## config.mk

```make
export PLATFORM = sky130hd
export DESIGN_NAME = serial2d_mac_sequencer
export DESIGN_NICKNAME = d
export VERILOG_FILES = /design/src/rtl/serial2d_mac_sequencer.sv
export SDC_FILE = /design/constraint.sdc
export NUM_CORES = 1
export LEC_CHECK = 0
export ABC_AREA = 0
export CAP_MARGIN = 20
export CORE_MARGIN = 4
export CORE_UTILIZATION = 50
export DETAILED_ROUTE_END_ITERATION = 6
export PLACE_DENSITY_LB_ADDON = 0.25
export REMOVE_ABC_BUFFERS = 1
export SLEW_MARGIN = 20
export SYNTH_ARGS = -nofsm -noshare
export SYNTH_HDL_FRONTEND = slang
export SYNTH_SLANG_ARGS = --single-unit
```

## constraint.sdc

```tcl
create_clock -name clk -period 8.7 [get_ports clk]
set_clock_uncertainty 0.1 [all_clocks]
set_input_delay 1.74 -clock clk [delete_from_list [all_inputs] [get_ports clk]]
set_output_delay 1.74 -clock clk [all_outputs]
set_load 0.03 [all_outputs]
```

## src/rtl/serial2d_mac_sequencer.sv

```systemverilog
// serial2d_mac_sequencer
// Sequences a digit-serial 2D MAC. Each accepted (w, a) pair is split into
// m activation digits and n weight digits, set by the latched precision
// mode. The sequencer walks the m*n partial products one per clock in
// anti-diagonal order (i = a_sel + w_sel), so the MAC can shift its
// accumulator once at the start of each new diagonal.
//
// Ports
//   clk, rst            clock, synchronous active-high reset
//   cfg_load, cfg_mode  load a precision code (taken only when idle)
//   in_valid, in_ready  operand pair handshake
//   w_in, a_in          signed weight / unsigned activation
//   acc_clear           start a fresh accumulation with this pair
//   mode, w, a          latched code and operands toward the MAC
//   w_sel, a_sel        digit selects for the current step
//   shift_ctr           first step of diagonal i>0 (shift accumulator)
//   sign_ctr            step uses the top (signed) weight digit
//   rst_mult            first step of an operation
//   acc_rst             clear the accumulator (first step, acc_clear pairs)
//   busy, done          running / last step of an operation
//   cfg_err             sticky flag for a rejected cfg_mode code
module serial2d_mac_sequencer (
  input  logic       clk,
  input  logic       rst,
  input  logic       cfg_load,
  input  logic [3:0] cfg_mode,
  input  logic       in_valid,
  output logic       in_ready,
  input  logic [7:0] w_in,
  input  logic [7:0] a_in,
  input  logic       acc_clear,
  output logic [3:0] mode,
  output logic [7:0] w,
  output logic [7:0] a,
  output logic [1:0] w_sel,
  output logic [1:0] a_sel,
  output logic       shift_ctr,
  output logic       sign_ctr,
  output logic       rst_mult,
  output logic       acc_rst,
  output logic       busy,
  output logic       done,
  output logic       cfg_err
);

  typedef enum logic {IDLE, RUN} state_t;

  state_t     state, state_n;
  logic [2:0] i_q, i_n;          // current diagonal index
  logic [1:0] j_n, a_sel_n;      // w_sel holds the current j
  logic [3:0] mode_n;
  logic [7:0] w_n, a_n;
  logic       shift_n, sign_n, rstm_n, accr_n, done_n, err_n;
  logic [3:0] m, n, n_m1, last_i;
  logic       accept, cfg_legal;

  // digits per operand for the latched mode
  always_comb begin
    m = 4'd4;
    n = 4'd4;
    case (mode)
      4'b0111: begin m = 4'd2; n = 4'd2; end
      4'b1111: begin m = 4'd1; n = 4'd1; end
      4'b0001: begin m = 4'd4; n = 4'd2; end
      4'b0011: begin m = 4'd4; n = 4'd1; end
      default: begin m = 4'd4; n = 4'd4; end
    endcase
  end

  assign n_m1   = n - 4'd1;
  assign last_i = m + n - 4'd2;

  always_comb begin
    case (cfg_mode)
      4'b0000, 4'b0111, 4'b1111, 4'b0001, 4'b0011: cfg_legal = 1'b1;
      default:                                     cfg_legal = 1'b0;
    endcase
  end

  // ready while idle, and on the last step so pairs chain without a bubble
  assign in_ready = (state == IDLE) | done;
  assign accept   = in_valid & in_ready;
  assign busy     = (state == RUN);

  always_comb begin
    state_n = state;
    mode_n  = mode;
    err_n   = cfg_err;
    w_n     = w;
    a_n     = a;
    i_n     = 3'd0;
    j_n     = 2'd0;
    shift_n = 1'b0;
    sign_n  = 1'b0;
    rstm_n  = 1'b0;
    accr_n  = 1'b0;
    done_n  = 1'b0;
    if (accept) begin
      // acceptance wins over a simultaneous cfg_load
      state_n = RUN;
      w_n     = w_in;
      a_n     = a_in;
      rstm_n  = 1'b1;
      accr_n  = acc_clear;
      sign_n  = (n_m1 == 4'd0);
      done_n  = (last_i == 4'd0);
    end else if (state == RUN && !done) begin
      if (({2'b00, w_sel} < {1'b0, i_q}) && ({2'b00, w_sel} < n_m1)) begin
        // more steps on this diagonal
        i_n = i_q;
        j_n = w_sel + 2'd1;
      end else begin
        // next diagonal starts at j = max(0, i+1-m+1); result fits in 2 bits
        i_n     = i_q + 3'd1;
        shift_n = 1'b1;
        j_n     = (({1'b0, i_q} + 4'd2) > m) ? (i_q[1:0] + 2'd2 - m[1:0]) : 2'd0;
      end
      sign_n = ({2'b00, j_n} == n_m1);
      done_n = ({1'b0, i_n} == last_i);
    end else begin
      state_n = IDLE;
      if (state == IDLE && cfg_load) begin
        if (cfg_legal) begin
          mode_n = cfg_mode;
          err_n  = 1'b0;
        end else begin
          err_n  = 1'b1;
        end
      end
    end
    a_sel_n = i_n[1:0] - j_n;  // i-j never exceeds 3
  end

  always_ff @(posedge clk) begin
    if (rst) begin
      state     <= IDLE;
      mode      <= 4'b0000;
      cfg_err   <= 1'b0;
      w         <= 8'd0;
      a         <= 8'd0;
      i_q       <= 3'd0;
      w_sel     <= 2'd0;
      a_sel     <= 2'd0;
      shift_ctr <= 1'b0;
      sign_ctr  <= 1'b0;
      rst_mult  <= 1'b0;
      acc_rst   <= 1'b0;
      done      <= 1'b0;
    end else begin
      state     <= state_n;
      mode      <= mode_n;
      cfg_err   <= err_n;
      w         <= w_n;
      a         <= a_n;
      i_q       <= i_n;
      w_sel     <= j_n;
      a_sel     <= a_sel_n;
      shift_ctr <= shift_n;
      sign_ctr  <= sign_n;
      rst_mult  <= rstm_n;
      acc_rst   <= accr_n;
      done      <= done_n;
    end
  end

endmodule

```

==> out/qor.yml, run 1 <==
outcome:
  result_of_the_run: "finished clean"
clocking:
  cts_hold_buffers: 0
  clkSlewWorstSetupHoldPaths_ns: 0.07
  tritoncts.num_buffers: 5
  root_buffer: "sky130_fd_sc_hd__clkbuf_8"
  cts.sinks: 34
  clockBufferDepth: 2
  htree_levels: 2
  cts_tree: "built"
  ctsResizeCount: 0
  insertion_delay_of_the_later_clocked_pin_in_the_worst_skew_pair_ns: 0.28
  post-cts-setup-buffers: 0
timing:
  fin_crit_sh_pct: 40.3
  count_of_final_setup_violators: 0
  grt_setup_unrepaired: "no"
  timing.setup.tns_ns: 0
  achievable-frequency_ghz: 0.285
  timing.final.hold_violations: 0
  worst_slew_margin_rel_pct: 55.9
  worst-slew-pin-transition_ns: 0.659
  finalWorstPathRequiredPeriod_ns: 3.51
  report.final.slew_viol_count: 0
grt:
  number_of_antenna_violations_at_the_first_check_in_global_routing: 0
  pin_count_of_the_biggest_net_entering_global_routing: 30
  grt-ovfl-total: 0
  grt.total_usage_pct: 18.9
  first_global_vias: 1628
  grt_pass1_wl_mm: 7.47
hold_path:
  worst_hold_path_type: "reg2reg"
drt:
  average_via_count_per_standard_cell: 5.12
  avgRoutedWirePerCell_um: 13.4
  drtIter0Drc: 98
  route.vias.total: 1679
  remaining_drcs: 0
  ant_nets: 0
  drt_pass1_iterations: 4
  route.final.wire_length_mm: 4.40
worst_setup_path:
  worstPathRequired_ns: 6.86
  path_class: "reg2out"
  sort_of_element_at_the_start_of_the_critical_path: "flop"
  crit_fanout: 7
  cp_data_arrival_time_ns: 1.67
  crit_path_end_kind: "output port"
yosys:
  syn-cell-area_um2: 1880
  synth_seq_area_share_pct: 36.3
  synth_ff_type: "sky130_fd_sc_hd__dfxtp_1"
  synth_top_area_share_pct: 36.3
  synth_enable_flop_cells: 0
  synth_cells: 224
  share_of_synthesized_flip_flops_with_an_asynchronous_set_or_reset_pct: 0
  synth.area.top_cells: "sky130_fd_sc_hd__dfxtp_1, sky130_fd_sc_hd__nand2_1, sky130_fd_sc_hd__ha_1, sky130_fd_sc_hd__a21oi_1, sky130_fd_sc_hd__fa_1"
  synth.avg_cell_area_um2: 8.38
  yosysWarningCount: 0
  yosysUniqueCellTypes: 49
  ys_seq_elements: 34
  synth.largest_area_cell: "sky130_fd_sc_hd__dfxtp_1"
placement:
  gp_congestion: 0.927
  dp_cells: 321
  hpwl_mm: 3.39
  placed_area_um2: 2470
  buffer_ports.inserted: 56
final_layout:
  num_antenna_cells: 0
  layout_overhead_on_the_synthesized_area_pct: 37.6
  finalNetCount: 323
  finalInstanceArea_um2: 2580
  drive_above_1_share_pct: 8.87
  post_layout_nonfiller_instances: 328
floorplanning:
  die_h_um: 69.3
  fp.dieArea_um2: 4800
  placementRows: 21
  die_x_um: 69.3
  effective_utilization_at_floorplan_pct: 54.1
  coreArea_um2: 3470
  ios: 57
power_and_ir_drop:
  peakVddDrop_v: 0.000114
  power.static_leakage_nw: 1.06
  powerDensity_nw_per_um2: 150
  switching_power_uw: 98.3
  pwr-share-clk_pct: 37.9
  power_uw: 387
  pwr-share-comb_pct: 18.8
  internal_power_contribution_uw: 288
  seqPwrFrac_pct: 43.3
  switching_share_pct: 25.4
job:
  cap_viol_max_count: 0
## critical path: stages (launching register included)
cell and delay [ns]:
sky130_fd_sc_hd__dfxtp_1 0.36, sky130_fd_sc_hd__nor2b_1 0.29, sky130_fd_sc_hd__inv_2 0.12, sky130_fd_sc_hd__clkdlybuf4s50_1 0.61
## placed cells by master, fill, tap and decap left out, types with 2 or more instances in the layout
cell and count:
sky130_fd_sc_hd__clkdlybuf4s50_1 56, sky130_fd_sc_hd__nand2_1 46, sky130_fd_sc_hd__dfxtp_1 34, sky130_fd_sc_hd__a21oi_1 24
sky130_fd_sc_hd__nor2_1 15, sky130_fd_sc_hd__inv_1 13, sky130_fd_sc_hd__ha_1 13, sky130_fd_sc_hd__clkbuf_8 6
sky130_fd_sc_hd__nand3_1 5, sky130_fd_sc_hd__xnor2_1 5, sky130_fd_sc_hd__o21ai_0 5, sky130_fd_sc_hd__nand2b_1 4
sky130_fd_sc_hd__nor3b_1 4, sky130_fd_sc_hd__nor3_1 4, sky130_fd_sc_hd__nor2b_1 3, sky130_fd_sc_hd__a211oi_1 3
sky130_fd_sc_hd__xor2_1 3, sky130_fd_sc_hd__fa_1 3, sky130_fd_sc_hd__or2_2 2, sky130_fd_sc_hd__and2_1 2
sky130_fd_sc_hd__mux2i_1 2, sky130_fd_sc_hd__and3_2 2
## final timing paths
kind	start	to	slack, ns	cells after the start
max	busy	in_ready	5.19	3
min	a[4]	a[4]	0.36	2
max reg2reg	mode[3]	done	5.25	15
min reg2reg	a[4]	a[4]	0.36	2
## Yosys cell counts, types with 4 or more instances
master                     number
sky130_fd_sc_hd__a21oi_1       24
sky130_fd_sc_hd__clkbuf_1       4
sky130_fd_sc_hd__dfxtp_1       34
sky130_fd_sc_hd__ha_1          13
sky130_fd_sc_hd__inv_1         13
sky130_fd_sc_hd__nand2_1       46
sky130_fd_sc_hd__nand2b_1       4
sky130_fd_sc_hd__nand3_1        5
sky130_fd_sc_hd__nor2_1        15
sky130_fd_sc_hd__nor3_1         4
sky130_fd_sc_hd__nor3b_1        4
sky130_fd_sc_hd__o21ai_0        5
sky130_fd_sc_hd__xnor2_1        5
## sequential cells by signal (all words and copies together), names as in the netlist
signal,count
a,8
a_sel,2
acc_rst,1
busy,1
cfg_err,1
done,1
i_q,3
mode,4
rst_mult,1
shift_ctr,1
sign_ctr,1
w,8
w_sel,2
## cell families (layout without fill, tap and decap cells)
logic type | after synthesis | in the layout | synth area share, %
simple gates | 97 | 97 | 24.9
compound gates | 45 | 45 | 15.5
flops | 34 | 34 | 36.3
buf+inv | 20 | 78 | 4.53
fa+ha+maj | 16 | 16 | 11.9
xor+xnor | 10 | 10 | 5.80
mux | 2 | 2 | 1.07
## layer usage
metal  up-vias  share of wire, %  global-route usage [%]  wire length (um)
li1        869                 -                       -                 -
met1       743                44                    23.1              1930
met2        58                48                    31.1              2110
met3         9               6.8                    5.51               297
met4         0               1.3                    7.38                57
met5         -                 0                       0                 0
## through the flow
stage / util (%) / hold WS [ns] / setup WS (ns)
finish: 74.5 / 0.357 / 5.19
global route: 74.5 / 0.386 / 4.96
CTS: 74.5 / 0.360 / 5.18
detailed placement: 71.2 / 0.351 / 5.10
global placement: 71.2 / 0.341 / 5.17
floorplan: - / 0.421 / 5.34
## final cells by class
type                    instances  area [um2]
clock inverters                 1        30.0
repair buffers                 57         568
clock buffers                   6        82.6
inverters                      14        52.6
well taps                      46        57.6
flip-flops and latches         34         681
multi-input cells             170        1110
fillers                       295         886
## power by group through the flow
stage / registers, mW / logic [mW] / clock network (mW)
after CTS: 0.167 / 0.0733 / 0.149
after floorplan: 0.184 / 0.0266 / 0
after global placement: 0.171 / 0.0721 / 0
after detailed placement: 0.171 / 0.0726 / 0
final: 0.167 / 0.0728 / 0.146
after global routing: 0.168 / 0.0787 / 0.155
Note: power is estimated with default switching activity, not from simulation.
==> run 2, diff against run 1 <==
CORE_UTILIZATION = 42   (was 50)
clock period = 3.1 ns   (was 8.7 ns; I/O delays follow)
==> run 2 against run 1 <==
Net effect:
- the run now ends with negative setup slack left
- sequential power rose to 2.8 times the previous value
- sequential share of layout area down 1.8 points
- power rose to 2.7 times the previous value
- wire length up 4.4%
- critical path depth up 14
- final cell count up 7.3%
==> out/qor.yml, run 2 (synthesized netlist as in run 1, its figures left out) <==
drt:
  ant_nets: 0
  drtIter0Drc: 73
  avgRoutedWirePerCell_um: 13.0
  dr_wl_met3_um: 206
  remaining_drcs: 0
  route.vias.total: 1726
  met2_length_mm: 2.30
  top_layer: "met4"
  drt_pass1_iterations: 4
  average_via_count_per_standard_cell: 4.90
  met1Wirelength_mm: 2.05
  route.final.wire_length_mm: 4.59
timing:
  hold_ws_ns: 0.355
  timing.final.hold_violations: 0
  grt_setup_unrepaired: "yes"
  finalWorstPathRequiredPeriod_ns: 3.13
  count_of_final_setup_violators: 1
  fin_crit_sh_pct: 101
  achievable-frequency_ghz: 0.320
  worst-slew-pin-transition_ns: 0.606
  report.final.slew_viol_count: 0
  layout_setup_ws_ns: -0.0293
  worst_slew_margin_rel_pct: 59.5
grt:
  pin_count_of_the_biggest_net_entering_global_routing: 29
  grt_pass1_wl_mm: 7.41
  grt.total_usage_pct: 17.2
  grt-ovfl-total: 0
  number_of_antenna_violations_at_the_first_check_in_global_routing: 0
  first_global_vias: 1624
clocking:
  htree_levels: 2
  tritoncts.num_buffers: 5
  cts_hold_buffers: 0
  clockBufferDepth: 2
  insertion_delay_of_the_later_clocked_pin_in_the_worst_skew_pair_ns: 0.28
  cts_tree: "built"
  clkSlewWorstSetupHoldPaths_ns: 0.07
  root_buffer: "sky130_fd_sc_hd__clkbuf_8"
  cts.sinks: 34
power_and_ir_drop:
  peakVddDrop_v: 0.000328
  powerDensity_nw_per_um2: 370
  pwr-share-comb_pct: 21.4
  power_mw: 1.03
  internal_power_contribution_uw: 741
  pwr-share-clk_pct: 33.1
  switching_share_pct: 27.9
  switching_power_uw: 287
  seqPwrFrac_pct: 45.5
  power.static_leakage_nw: 1.14
final_layout:
  num_antenna_cells: 0
  finalNetCount: 340
  mostFrequentLayoutCells: "sky130_fd_sc_hd__clkdlybuf4s50_1, sky130_fd_sc_hd__nand2_1, sky130_fd_sc_hd__dfxtp_1"
  biggestRegsByFlops: "a: 8 flops, w: 8 flops, mode: 4 flops"
  layout_overhead_on_the_synthesized_area_pct: 48.3
  final_common_cell: "sky130_fd_sc_hd__clkdlybuf4s50_1"
  finalInstanceArea_um2: 2780
  drive_above_1_share_pct: 19.3
  fin_util_pct: 63.9
  n_fill_cell: 388
worst_setup_path:
  worstPathRequired_ns: 3.22
  critical_path_cell_with_the_highest_stage_delay: "sky130_fd_sc_hd__fa_2"
  sort_of_element_at_the_start_of_the_critical_path: "flop"
  max_stage_delay_ns: 0.46
  critical_path.cell_chain: "buf_6 -> xnor2_2 -> nand3b_1 -> ha_2 -> inv_2 -> nand2b_1 -> ha_1 -> inv_1 -> ha_2 -> fa_2 -> nor2_1 -> nand2_1 -> nor4_2 -> buf_4 -> nor3_2 -> o21bai_1 -> o2111a_1"
  crit_fanout: 3
  crit_path_end_kind: "flop"
  cp_data_arrival_time_ns: 3.25
  critPathMostFrequentCell: "sky130_fd_sc_hd__ha_2"
  path_class: "reg2reg"
outcome:
  result_of_the_run: "complete, but fails checks"
  failed_checks: "negative setup slack"
placement:
  gp_congestion: 0.852
  buffer_ports.inserted: 56
  post-place-ws_ns: -0.0692
  hpwl_mm: 3.42
  placed_area_um2: 2580
floorplanning:
  fp.dieArea_um2: 5600
  ios: 57
  coreArea_um2: 4350
  die_x_um: 74.8
  die_h_um: 74.8
  effective_utilization_at_floorplan_pct: 43.1
  placementRows: 24
hold_path:
  worst_hold_path_type: "reg2reg"
job:
  cap_viol_max_count: 0
run 2: worst paths after layout:
check	start	end	slack, ns	cells past startpoint
worst min register to register	w[1]	w[1]	0.35	2
worst max register to register	mode[2]	done	-0.03	17
worst max-delay path	mode[2]	done	-0.03	17
worst min-delay path	w[1]	w[1]	0.35	2
run 2: worst max-delay path, delay by kind of cell (launching register included):
kind | cells | cell delay [ns]
XOR/XNOR | 1 | 0.13
flip-flops | 1 | 0.34
buffers and inverters | 4 | 0.40
AND/OR/NAND/NOR | 6 | 0.68
adder cells (fa/ha/maj) | 4 | 1.12
AO/OA/AOI/OAI | 2 | 0.31
run 2: per-stage QoR:
stage,std cells,setup TNS [ns]
after floorplan,218,-0.498
after global placement,341,0
after detailed placement,341,-0.0740
after CTS,349,-0.0142
after global routing,352,-0.293
final,352,-0.0293
run 2: layer usage:
layer | global-route usage, % | vias to the layer above
met5 | 0 | -
met4 | 4.15 | 0
met3 | 5.61 | 7
met2 | 27.6 | 31
met1 | 22.4 | 783
li1 | - | 905
run 2: cell type report:
class                      count  area, um2  share of cell area [%]
sequential                    34        684                    24.6
timing repair buffer          74        703                    25.3
inverter                      14       52.6                    1.89
clock buffer                   6       82.6                    2.97
multi-input combinational    170       1180                    42.5
tap                           52       65.1                    2.34
clock inverter                 2       12.5                   0.450
run 2: power by group through the flow:
stage               Sequential [mW]  Clock [mW]  Combinational (mW)
finish                        0.468       0.340               0.220
global placement              0.477           0               0.215
global route                  0.470       0.377               0.238
detailed placement            0.478           0               0.216
floorplan                     0.515           0              0.0746
CTS                           0.468       0.350               0.217
run 2: repair_timing:
item | CTS | global route
setup endpoints to repair | 2 | 3
setup buffers | 0 | 3
gates resized for setup | 2 | 17
pin swaps | 1 | 10
gates cloned | 0 | 0
